**src/rtl/pc_fetch_unit.sv**
```systemverilog
// pc_fetch_unit
// -----------------------------------------------------------------------------
// Program counter and next-PC sequencer sitting directly in front of the
// instruction memory. Every cycle it presents a word-aligned fetch address and
// chooses the next PC from these sources, in priority order:
//   jump-register, absolute jump, PC-relative branch, sequential.
// It also handles stall, halt and fault, checks every selected target for
// misalignment and for leaving the instruction-memory window, and counts
// retired fetches.
//
// Ports
//   clk            : system clock, rising edge
//   reset          : synchronous, active-high reset
//   stall          : hold the PC this cycle (halt and redirects are ignored)
//   halt           : enter HALTED at the next edge (the current fetch retires)
//   branch_taken   : take the PC-relative branch
//   branch_imm16   : signed word offset for the branch
//   jump           : take the absolute jump (J/JAL)
//   jump_imm26     : jump word index
//   jr             : take the register jump
//   jr_target      : register jump target byte address
//   pc             : current fetch address to the instruction memory
//   pc_plus4       : pc + 4, used for link and as the branch base
//   fetch_valid    : the instruction at pc is consumed this cycle
//   halted         : block is in the HALTED state
//   fault          : block is in the FAULT state
//   fault_code     : 0 none, 1 misaligned target, 2 out-of-window target
//   fault_target   : offending target address
//   retired_count  : number of fetches consumed since reset
// -----------------------------------------------------------------------------
module pc_fetch_unit #(
  parameter logic [31:0] RESET_PC   = 32'h0000_0000,
  parameter int unsigned IMEM_BYTES = 4096
) (
  input  logic        clk,
  input  logic        reset,
  input  logic        stall,
  input  logic        halt,
  input  logic        branch_taken,
  input  logic [15:0] branch_imm16,
  input  logic        jump,
  input  logic [25:0] jump_imm26,
  input  logic        jr,
  input  logic [31:0] jr_target,
  output logic [31:0] pc,
  output logic [31:0] pc_plus4,
  output logic        fetch_valid,
  output logic        halted,
  output logic        fault,
  output logic [1:0]  fault_code,
  output logic [31:0] fault_target,
  output logic [31:0] retired_count
);

  typedef enum logic [1:0] {
    ST_RUN    = 2'd0,
    ST_HALTED = 2'd1,
    ST_FAULT  = 2'd2
  } state_e;

  localparam logic [1:0] CODE_NONE      = 2'd0;
  localparam logic [1:0] CODE_MISALIGN  = 2'd1;
  localparam logic [1:0] CODE_OUTWINDOW = 2'd2;

  state_e      state_q, state_d;
  logic [31:0] pc_q, pc_d;
  logic [31:0] retired_q, retired_d;
  logic [1:0]  fault_code_q, fault_code_d;
  logic [31:0] fault_target_q, fault_target_d;

  logic [31:0] branch_target;
  logic [31:0] jump_target;
  logic [31:0] next_pc;
  logic [31:0] win_offset;
  logic [1:0]  check_code;
  logic        consume;

  assign pc_plus4 = pc_q + 32'd4;

  // Candidate targets. The branch offset is a signed word count, so it is
  // sign-extended and scaled to bytes before adding to the pc+4 base.
  assign branch_target = pc_plus4 + {{14{branch_imm16[15]}}, branch_imm16, 2'b00};
  assign jump_target   = {pc_plus4[31:28], jump_imm26, 2'b00};

  // Redirect selection; lower-priority redirects asserted together are simply
  // dropped.
  always_comb begin
    next_pc = pc_plus4;
    if (jr) begin
      next_pc = jr_target;
    end else if (jump) begin
      next_pc = jump_target;
    end else if (branch_taken) begin
      next_pc = branch_target;
    end
  end

  // Target check on whichever next PC was selected. The window test uses an
  // unsigned offset from the base, so addresses below RESET_PC wrap to a huge
  // offset and are also caught. Misalignment is reported ahead of the window.
  assign win_offset = next_pc - RESET_PC;

  always_comb begin
    check_code = CODE_NONE;
    if (next_pc[1:0] != 2'b00) begin
      check_code = CODE_MISALIGN;
    end else if (win_offset >= 32'(IMEM_BYTES)) begin
      check_code = CODE_OUTWINDOW;
    end
  end

  // A fetch is consumed only while running and not stalled. The reset cycle
  // never consumes anything, whatever state the register currently holds.
  assign consume     = (state_q == ST_RUN) && !stall && !reset;
  assign fetch_valid = consume;

  // Next-state logic. Halt and a faulting target both retire the current
  // instruction but leave the PC where it is; HALTED and FAULT freeze all
  // architectural state until reset.
  always_comb begin
    state_d        = state_q;
    pc_d           = pc_q;
    retired_d      = retired_q;
    fault_code_d   = fault_code_q;
    fault_target_d = fault_target_q;
    if (consume) begin
      retired_d = retired_q + 32'd1;
      if (halt) begin
        state_d = ST_HALTED;
      end else if (check_code != CODE_NONE) begin
        state_d        = ST_FAULT;
        fault_code_d   = check_code;
        fault_target_d = next_pc;
      end else begin
        pc_d = next_pc;
      end
    end
  end

  always_ff @(posedge clk) begin
    if (reset) begin
      state_q        <= ST_RUN;
      pc_q           <= RESET_PC;
      retired_q      <= 32'd0;
      fault_code_q   <= CODE_NONE;
      fault_target_q <= 32'd0;
    end else begin
      state_q        <= state_d;
      pc_q           <= pc_d;
      retired_q      <= retired_d;
      fault_code_q   <= fault_code_d;
      fault_target_q <= fault_target_d;
    end
  end

  assign pc            = pc_q;
  assign halted        = (state_q == ST_HALTED);
  assign fault         = (state_q == ST_FAULT);
  assign fault_code    = fault_code_q;
  assign fault_target  = fault_target_q;
  assign retired_count = retired_q;

endmodule

```
**config.mk**
```make
export PLATFORM = sky130hd
export DESIGN_NAME = pc_fetch_unit
export DESIGN_NICKNAME = d
export VERILOG_FILES = /design/src/rtl/pc_fetch_unit.sv
export SDC_FILE = /design/constraint.sdc
export NUM_CORES = 1
export LEC_CHECK = 0
export CAP_MARGIN = 20
export CORE_UTILIZATION = 52
export CTS_CLUSTER_SIZE = 25
export DETAILED_ROUTE_END_ITERATION = 12
export HOLD_SLACK_MARGIN = 0.1
export PLACE_DENSITY = 0.87
export SYNTH_ARGS = -nofsm -noshare
export SYNTH_HDL_FRONTEND = slang
export SYNTH_SLANG_ARGS = --single-unit
```
**constraint.sdc**
```tcl
create_clock -name clk -period 7.2 [get_ports clk]
set_input_delay 0.72 -clock clk [delete_from_list [all_inputs] [get_ports clk]]
set_output_delay 0.72 -clock clk [all_outputs]
set_load 0.02 [all_outputs]
```
==> impl_results.md <==
* Final setup fails at 0
* Worst Skew at between 7 and 8 ps
* PostCTS Resize Cnt at 0
* Syn Area/Cell at 7.65 µm²
* Wire length on met2 at ~13000 µm
* All-Layer GR Usage at between 30% and 40%
* Die H at about 120 µm
* H-Tree Level Count at 3
* # DRC at 0
* Synth Area in XOR/XNOR at under 10%
* Grt ovf at 0
* Clock transition at the registers of the reported paths at 70 ps
* # placed instances at ~1300
* Pre-antenna DRT Iters at 6
* Post-CTS setup buffer count at 0
* CP max FO at 12
* IO Pins at ~210
* CTS Root Cell: clkbuf_16
* Compound-Gate Fraction of Synth Area at between 20% and 30%
* Worst Hold Class: flop to flop
* Die ar. at 14400 µm²
* Register area share after synthesis at 27.6%
* Port Buffers at 213
* # diodes at 0
* Number of global-route vias before repair at between 7000 and 8000
* Final period util at between 80% and 90%
* Wire length on met1 at ~11000 µm
* DR iter-0 viols at between 900 and 1000
* Yosys warns at 0
* Top routing layer in use: met5
* Proportion of synthesized area in mux cells at ~4.0%
* Detailed placement HPWL at between 20000 and 25000 µm
* Post-synth EDFFs at 0
* Core Area at 13400 µm²
* Initial antenna violation count at 1
* GPL Wtd Cong at ~1.1
* Wire length on met3 at 3150 µm
* Nets at about 1200
* Fmax at ~160 MHz
* Hold Fails Final Rpt at 0
* Slew @ Worst Pin at 1020 ps
* Total CTS buffers at 9
* Via Count at about 8300
* Worst setup EP type: flop
* Seq cells post-synth at 100
* Largest family of logic cells by synthesized area: simple AND/OR/NAND/NOR gates
* Starting density of the core at roughly 54%
* Synthesized instance count at ~950
* Avg WL per Cell at between 20 and 25 µm
* Total of max-cap violations at 0
* Maximum VDD drop at 0.126 mV
* Post-route minimum period at 6190 ps
* Fin cells at around 1300
* Max_slew headroom at between 30% and 40%
* Startpoint types: flop
* WL final at 28900 µm
* RSZ-0062 raised after global routing: no
* Clk sinks at 100
* Final Max Tran Viols at 0
* Mapped Area at 7240 µm²
* Synth Area in Adders at under 10%
* Asr flop ratio synth at 0%
* Post-Syn Nets at approximately 1100
* TritonCTS clock tree: built
* TNS Setup at 0 ps
* Area Overhead vs Synth at 34.1%
* Simple-Gate Fraction of Synth Area at roughly 28%
* Hold buffer count at cts at 0
* Largest net degree at the start of global routing at 77
* Die Wd at between 100 and 150 µm
* Crit path DAT at 6450 ps
* Total power at 0.00130 W
* P_leak at roughly 3.6 nW
* Worst-Skew Late Latency at 340 ps
* Routed vias/inst at 6.41
* Status: complete, no violations
* Critical Path RT at roughly 7500 ps
* Synth Flop Type: dfxtp_1
* Share of layout cells above drive strength 1 at roughly 4.6%
* Antenna viol nets, final at 0
* Power density cells at 134 nW/µm²
* First-pass GRT wire length at 43800 µm
* Row count at 42
* Post-synth cell types at between 70 and 80
* WS Path Type: flop to flop
* Buffer depth of the longest clock path at 2
[per-layer routing]
layer  global-route usage, %  vias up
li1                        -     3817
met5                       0        -
met1                    49.5     3898
met3                    9.93      100
met2                    64.5      525
met4                    16.3        2
[cell usage in the layout, fill, tap and decap left out, drive strengths merged, types with 3 or more instances in the layout]
master,Yosys,layout
clkdlybuf4s50,0,211
nand2,132,132
dfxtp,100,100
nor2,80,80
a21oi,69,69
o21ai,68,68
nand4,36,36
xnor2,35,35
xor2,33,33
ha,33,33
nand3,28,28
nor3b,25,25
mux2i,23,23
inv,16,18
nor3,16,16
and3,15,15
or3,15,15
buf,21,14
and4,13,13
nand2b,10,10
a21o,10,10
a211oi,10,10
clkbuf,39,10
nor2b,9,9
o221a,9,9
o221ai,8,8
a31oi,7,7
o211ai,7,7
nor4,7,7
o31ai,6,6
o21bai,5,5
o21a,5,5
a22oi,5,5
mux2,5,5
a221oi,4,4
and2,3,3
a221o,3,3
a311oi,3,3
[worst paths after layout]
check | startpoint | to | slack [ps] | cells past startpoint
max reg2reg | pc[2]$_SDFFE_PP0P_ | pc[6]$_SDFFE_PP0P_ | 1010 | 18
min reg2reg | fault_code[1]$_SDFFE_PP0P_ | fault_code[1]$_SDFFE_PP0P_ | 460 | 1
min | fault_code[1]$_SDFFE_PP0P_ | fault_code[1]$_SDFFE_PP0P_ | 460 | 1
max | pc[2]$_SDFFE_PP0P_ | pc[6]$_SDFFE_PP0P_ | 1010 | 18
[registers in the layout, summed over array words and instances (netlist names)]
| signal | count |
|---|---|
| state_q | 2 |
| retired_count | 32 |
| fault_target | 32 |
| pc | 32 |
| fault_code | 2 |
[area by class of cell]
type	instances	area, µm²
Timing Repair Buffer	225	2210
Clock inverter	4	58.8
Clock buffer	10	239
Multi-Input combinational cell	770	4920
Fill cell	1028	3680
Tap cell	176	220
Inverter	17	63.8
Sequential cell	100	2000
[where the power goes]
part,switching [W],leakage [nW],internal (W),total [W]
Combinational,0.000138,2.68,0.000106,0.000244
Clock,0.000209,0.147,0.000279,0.000488
Sequential,0.00000727,0.808,0.000562,0.000570
Total,0.000354,3.63,0.000947,0.00130
[cell usage after synthesis, types with 4 or more instances]
cell type / number / share of area [%]
a211oi_1: 10 / 1.0
a21o_1: 10 / 1.0
a21oi_1: 67 / 4.6
a22oi_1: 5 / 0.52
a31oi_1: 7 / 0.60
and3_1: 15 / 1.3
and4_1: 13 / 1.6
buf_1: 5 / 0.26
buf_2: 13 / 0.90
clkbuf_1: 39 / 2.0
dfxtp_1: 100 / 28
ha_1: 33 / 5.7
inv_1: 16 / 0.83
mux2i_1: 23 / 3.2
nand2_1: 132 / 6.8
nand2b_1: 10 / 0.86
nand3_1: 28 / 1.9
nand4_1: 36 / 3.1
nor2_1: 80 / 4.1
nor2b_1: 9 / 0.78
nor3_1: 13 / 0.90
nor3b_1: 24 / 2.5
nor4_1: 6 / 0.52
o211ai_1: 7 / 0.73
o21a_1: 5 / 0.52
o21ai_0: 64 / 4.4
o21ai_1: 4 / 0.28
o21bai_1: 5 / 0.52
o221a_2: 9 / 1.4
o221ai_1: 8 / 0.97
o31ai_1: 6 / 0.62
or3_1: 15 / 1.3
xnor2_1: 35 / 4.2
xor2_1: 33 / 4.0
[through the flow]
| stage | setup slack, ps | hold WS [ps] | cell area, µm² | util [%] |
|---|---|---|---|---|
| 3_3_place_gp | 1450 | 443 | 9420 | 70.3 |
| 5_1_grt | 615 | 489 | 9720 | 72.5 |
| 6_report | 1010 | 461 | 9720 | 72.5 |
| 3_5_place_dp | 1310 | 446 | 9420 | 70.3 |
| 4_1_cts | 1230 | 461 | 9720 | 72.5 |
| 2_1_floorplan | 2150 | 485 | 7240 | - |
[cell families after synthesis]
| logic type | after synthesis |
|---|---|
| and+or+nand+nor | 399 |
| adders and majority gates | 34 |
| DFF | 100 |
| AOI/OAI and AO/OA | 241 |
| xor gates and xnor gates | 68 |
| buffers and inverters | 77 |
| muxes | 28 |
[critical path, stage by stage (launching register included)]
cell and delay (ps):
dfxtp_1 450, ha_1 290, nand4_1 300, nor3_2 540, nand4_1 180, xnor2_1 380, ha_1 430, a21oi_1 270
o21ai_0 270, a221oi_2 380, nand3_1 250, a31oi_1 260, xnor2_1 110, a221o_1 360, or3_1 380, or2_1 280
nor3_4 470, buf_4 290, mux2i_1 220
Power figures use the tool's default switching activity.
